===== src/rtl/counter_wrap_logger_if.sv =====
// rtl/counter_wrap_logger_if.sv - wrap-event FIFO drain port (FWFT head plus valid/ready)
interface counter_wrap_logger_if #(
    parameter int TS_W = 16
) ();
    logic            evt_valid;
    logic            evt_ready;
    logic            evt_dir;
    logic [TS_W-1:0] evt_stamp;

    modport master (
        output evt_valid,
        output evt_dir,
        output evt_stamp,
        input  evt_ready
    );

    modport slave (
        input  evt_valid,
        input  evt_dir,
        input  evt_stamp,
        output evt_ready
    );
endinterface


===== src/rtl/counter_wrap_logger.sv =====
// rtl/counter_wrap_logger.sv - wrap-extended count, timestamped wrap-event FIFO, drop and protocol-error tracking
module counter_wrap_logger #(
    parameter int EXT_W = 4,
    parameter int TS_W  = 16,
    parameter int DEPTH = 4
) (
    input  logic                      clk,
    input  logic                      rst_n,
    input  logic                      en,
    input  logic                      up_down,
    input  logic [3:0]                cnt,
    input  logic                      overflow,
    output logic [EXT_W+3:0]          ext_cnt,
    counter_wrap_logger_if.master     evt,
    output logic [$clog2(DEPTH):0]    fifo_level,
    output logic [7:0]                drop_cnt,
    output logic                      proto_err
);
    localparam int PTR_W = $clog2(DEPTH);
    localparam int LVL_W = PTR_W + 1;

    logic [TS_W-1:0]  ts_q;
    logic [EXT_W-1:0] wrap_hi_q, wrap_hi_d;
    logic [EXT_W+3:0] ext_cnt_q;
    logic             dir_mem_q   [DEPTH];
    logic [TS_W-1:0]  stamp_mem_q [DEPTH];
    logic [PTR_W-1:0] wr_ptr_q, rd_ptr_q;
    logic [LVL_W-1:0] level_q, level_d;
    logic [7:0]       drop_cnt_q;
    logic             proto_err_q;

    logic push_req, pop, full, push_ok, drop;

    always_comb begin
        push_req  = overflow && en;
        pop       = (level_q != '0) && evt.evt_ready;
        full      = (level_q == LVL_W'(DEPTH));
        // a full FIFO still accepts a push when the head leaves in the same cycle
        push_ok   = push_req && (!full || pop);
        drop      = push_req && full && !pop;
        wrap_hi_d = wrap_hi_q;
        if (push_req) begin
            wrap_hi_d = up_down ? wrap_hi_q + EXT_W'(1) : wrap_hi_q - EXT_W'(1);
        end
        level_d   = level_q + LVL_W'(push_ok) - LVL_W'(pop);
    end

    always_ff @(posedge clk) begin
        if (!rst_n) begin
            ts_q        <= '0;
            wrap_hi_q   <= '0;
            ext_cnt_q   <= '0;
            wr_ptr_q    <= '0;
            rd_ptr_q    <= '0;
            level_q     <= '0;
            drop_cnt_q  <= '0;
            proto_err_q <= 1'b0;
        end else begin
            ts_q      <= ts_q + TS_W'(1);
            wrap_hi_q <= wrap_hi_d;
            ext_cnt_q <= {wrap_hi_d, cnt};
            level_q   <= level_d;
            if (push_ok) begin
                dir_mem_q[wr_ptr_q]   <= up_down;
                stamp_mem_q[wr_ptr_q] <= ts_q;
                wr_ptr_q              <= wr_ptr_q + PTR_W'(1);
            end
            if (pop) begin
                rd_ptr_q <= rd_ptr_q + PTR_W'(1);
            end
            if (drop && drop_cnt_q != 8'hFF) begin
                drop_cnt_q <= drop_cnt_q + 8'd1;
            end
            if (overflow && !en) begin
                proto_err_q <= 1'b1;
            end
        end
    end

    // head fields read as zero while empty so stale entries never leak out
    assign evt.evt_valid = (level_q != '0);
    assign evt.evt_dir   = (level_q != '0) ? dir_mem_q[rd_ptr_q]   : 1'b0;
    assign evt.evt_stamp = (level_q != '0) ? stamp_mem_q[rd_ptr_q] : '0;
    assign ext_cnt       = ext_cnt_q;
    assign fifo_level    = level_q;
    assign drop_cnt      = drop_cnt_q;
    assign proto_err     = proto_err_q;
endmodule


===== src/flat_wrapper.sv =====
// flat-port wrapper written by rule: the top's interface ports become plain ports
module counter_wrap_logger_flat 
#(
    parameter int EXT_W = 4,
    parameter int TS_W  = 16,
    parameter int DEPTH = 4
)
  (clk, rst_n, en, up_down, cnt, overflow, ext_cnt, fifo_level, drop_cnt, proto_err, evt_evt_valid, evt_evt_dir, evt_evt_stamp, evt_evt_ready);
  counter_wrap_logger_if #(.TS_W(TS_W)) evt_i ();
  input  logic clk;
  input  logic rst_n;
  input  logic en;
  input  logic up_down;
  input  logic [3:0] cnt;
  input  logic overflow;
  output logic [EXT_W+3:0] ext_cnt;
  output logic [$clog2(DEPTH):0] fifo_level;
  output logic [7:0] drop_cnt;
  output logic proto_err;
  output wire logic [$bits(evt_i.evt_valid)-1:0] evt_evt_valid;
  output wire logic [$bits(evt_i.evt_dir)-1:0] evt_evt_dir;
  output wire logic [$bits(evt_i.evt_stamp)-1:0] evt_evt_stamp;
  input wire logic [$bits(evt_i.evt_ready)-1:0] evt_evt_ready;
  assign evt_evt_valid = evt_i.evt_valid;
  assign evt_evt_dir = evt_i.evt_dir;
  assign evt_evt_stamp = evt_i.evt_stamp;
  assign evt_i.evt_ready = evt_evt_ready;
  counter_wrap_logger #(.EXT_W(EXT_W), .TS_W(TS_W), .DEPTH(DEPTH)) u_core (.clk(clk), .rst_n(rst_n), .en(en), .up_down(up_down), .cnt(cnt), .overflow(overflow), .ext_cnt(ext_cnt), .evt(evt_i), .fifo_level(fifo_level), .drop_cnt(drop_cnt), .proto_err(proto_err));
endmodule

===== config.mk =====
export PLATFORM = sky130hd
export DESIGN_NAME = counter_wrap_logger_flat
export DESIGN_NICKNAME = d
export VERILOG_FILES = /design/src/rtl/counter_wrap_logger_if.sv /design/src/rtl/counter_wrap_logger.sv /design/src/flat_wrapper.sv
export SDC_FILE = /design/constraint.sdc
export NUM_CORES = 1
export LEC_CHECK = 0
export BUFFER_PORTS_ARGS = -buffer_cell sky130_fd_sc_hd__buf_2
export CAP_MARGIN = 25
export CORE_MARGIN = 2
export CORE_UTILIZATION = 30
export CTS_CLUSTER_DIAMETER = 30
export DETAILED_ROUTE_END_ITERATION = 10
export SLEW_MARGIN = 30
export SYNTH_ARGS = -nofsm -noshare
export SYNTH_HDL_FRONTEND = slang
export SYNTH_SLANG_ARGS = --single-unit

===== constraint.sdc =====
create_clock -name clk -period 2.64 [get_ports clk]
set_input_delay 0.396 -clock clk [delete_from_list [all_inputs] [get_ports clk]]
set_output_delay 0.396 -clock clk [all_outputs]
set_load 0.03 [all_outputs]

==> results.tsv <==
stage	metric	value	unit
sta	clock-skew-final	0.00654	ns
clock_network	cts_sinks	110	
power_and_ir_drop	peakVddDrop	0.303	mV
worst_hold_path	min_path_type	input pin to flip-flop	
sta	slew_headroom	73.6	%
logic_synthesis	yosys-top-cells-area	edfxtp_1, dfxtp_1, mux4_2, and2_1, ha_1	
clock_network	ctsResizeCount	0	
routing	drcViolationCount	0	
grt	grtUsageTotal	10.6	%
routing	wl_per_cell	14.3	um
worst_hold_path	hold_end	u_core.ext_cnt[1]	
layout	area_delta_synth_final	17.5	%
logic_synthesis	synth_top_area_share	45.9	%
layout	seq_area	2880	sq um
clock_network	clk_path_buf_depth	2	
logic_synthesis	synth-edff-count	68	
routing	vias	2553	
grt	grt_first_pass_wirelength	13100	um
floorplan	rows	44	
routing	wl_met3	327	um
routing	detail_route.vias_per_cell	4.58	
floorplan	core-area	14500	sq um
clock_network	cts_setup_buffers	0	
grt	antenna_found_initial	0	
layout	final_util	36.1	%
grt	grt_pass1_vias	2543	
place	place.gp.congestion	0.771	
floorplan	die_h	126	um
logic_synthesis	syn_inst	314	
place	hpwl	5100	um
clock_network	cts-root-buf	clkbuf_16	
floorplan	die_width	126	um
routing	wl_met2	3900	um
power_and_ir_drop	power_density	843	nW/um^2
routing	firstDrtPassIters	4	
floorplan	design.die.area	15800	sq um
critical_path	arrival	1.92	ns
routing	ant_nets	0	
sta	hold_viol	0	
sta	slew_viol_final	0	
logic_synthesis	ys_seq_area_share	64.8	%
critical_path	endpoint_kind	output port	
critical_path	worst_r2r_path_depth	8	
critical_path	cp_max_fo	17	
logic_synthesis	avgSynthCellArea	14.2	sq um
sta	period_minus_slack	2.31	ns
clock_network	cts_tree	yes	
logic_synthesis	synth-main-ff-cell	edfxtp_1	
layout	fin_nets	389	
sta	finalSetupViolations	0	
routing	top_layer_used	met4	
grt	gr-total-overflow	0	
logic_synthesis	syn_area	4450	sq um
sta	max_freq	432	MHz
clock_network	cts_buffers	9	
sta	rsz0062_at_grt	false	
critical_path	cp-start-kind	flip-flop	
critical_path	r2r_start	u_core.fifo_level[2]	
worst_hold_path	min_from	cnt[1]	
place	portBuffers	47	
sta	final.setup.worst_slack	0.326	ns
layout	antenna_cells	0	
clock_network	htree_levels	3	
sta	fin_crit_sh	87.7	%
layout	fillCellCount	1375	
clock_network	worst_skew_pair.late_latency	0.35	ns
layout	drive_gt1_share	24.1	%
logic_synthesis	synth_seq_cells	110	
logic_synthesis	synth_top_area_cell	edfxtp_1	
clock_network	ctsHoldBuffers	0	
layout	multi_input_area	1450	sq um
layout	final_area	5230	sq um
critical_path	rrSetupSlack	0.53	ns
worst_hold_path	hold_depth	2	
sta	setup_tns	0	ns
run	drv_cap	0	
floorplan	start_util	30.7	%
place	dp_slack	0.526	ns
routing	drt_wl_total	7950	um
power_and_ir_drop	power.leakage	0.00187	uW
floorplan	ios	48	
logic_synthesis	synth_fp_nets	335	
sta	worst_pin_slew	0.394	ns
routing	m1WireLength	3610	um
status	outcome	complete, no violations	
critical_path	reg2reg_to	u_core.fifo_level[2]	
critical_path	setup.worst_path.class	flip-flop to output port	
clock_network	path_clk_slew	0.07	ns
grt	grt_max_degree	28	
logic_synthesis	async_flop_share	0	%
logic_synthesis	synth_cell_type_count	37	
logic_synthesis	ys_warn_count	0	
place	dpl-instance-area	4920	sq um
routing	drt_iter0_markers	164	
critical_path	critPathRequiredTime	2.24	ns
-- layout by cell type (no fill, tap or decap), types with 10 or more instances in the layout --
cell type  instances
edfxtp_1          68
buf_2             47
nand3_1           10
dfxtp_1           42
and2_1            25
inv_1             13
mux4_2            17
xnor2_1           10
nor2_1            24
nand2_1           10
a21oi_1           12
-- final cells by class --
class                   instances  area share, %
well taps                     184           4.41
clock inverters                 6           1.48
flip-flops and latches        110           55.2
clock buffers                  10           4.38
inverters                      13          0.934
repair buffers                 56           5.80
multi-input cells             178           27.8
-- through the flow --
stage	std cells	hold WS, ns	total power [uW]
finish	557	0.253	4410
global route	557	0.253	4630
CTS	557	0.239	4480
detailed placement	541	0.472	3110
global placement	541	0.445	3090
floorplan	314	0.458	2800
-- metal layers --
| metal | global-route usage [%] | up-vias |
|---|---|---|
| met5 | 0 | - |
| met2 | 17.6 | 40 |
| met4 | 4.46 | 0 |
| met1 | 13.2 | 1229 |
| met3 | 2.55 | 9 |
| li1 | - | 1275 |
-- cells in the mapped netlist, drive strengths merged (8+ instances only) --
cell    count
xnor2      10
nand2      10
clkbuf      9
dfxtp      42
nor2       24
ha          9
a21oi      12
and2       25
nand3      10
xor2        8
edfxtp     68
inv        13
mux4       17
-- registers in the layout, summed over array words and instances, names as in the netlist, named ones only --
register,count
u_core.stamp_mem_q,64
u_core.ts_q,16
u_core.drop_cnt,8
u_core.ext_cnt,8
u_core.dir_mem_q,4
u_core.fifo_level,3
u_core.rd_ptr_q,2
u_core.wr_ptr_q,2
u_core.proto_err,1
-- worst max-delay path by stage --
stage               cells after the start                 start                    to  slack, ns
floorplan                               9  u_core.fifo_level[2]  u_core.fifo_level[2]       0.38
global placement                        8         evt_evt_ready  u_core.fifo_level[2]       0.61
detailed placement                      8  u_core.fifo_level[2]  u_core.fifo_level[2]       0.53
CTS                                     4             flip-flop           evt_evt_dir       0.29
global route                            4             flip-flop           evt_evt_dir       0.24
finish                                  4             flip-flop           evt_evt_dir       0.33
-- report_power, final --
group          switching [uW]  total [uW]  leakage (uW)  internal [uW]
sequential               52.3        1930      0.000973           1880
combinational             672        1100      0.000751            429
clock                     619        1370      0.000147            754
total                    1340        4410       0.00187           3060
-- critical path, cell delays in order (launching register included) --
cell,delay (ns)
dfxtp_1,0.31
buf_4,0.33
mux4_2,0.59
and2_1,0.18
buf_2,0.17
-- cell families (layout without fill, tap and decap cells) --
family                   count (synthesis)  after routing  synth area share, %
multiplexers                            18             18                 8.84
buffers and inverters                   26             85                 2.45
adder cells (fa/ha/maj)                 11             11                 3.43
AND/OR/NAND/NOR                        100            100                 12.6
flip-flops                             110            110                 64.8
XOR/XNOR                                18             18                 3.55
AO/OA/AOI/OAI                           31             31                 4.28
(Power assumes the default switching activity.)
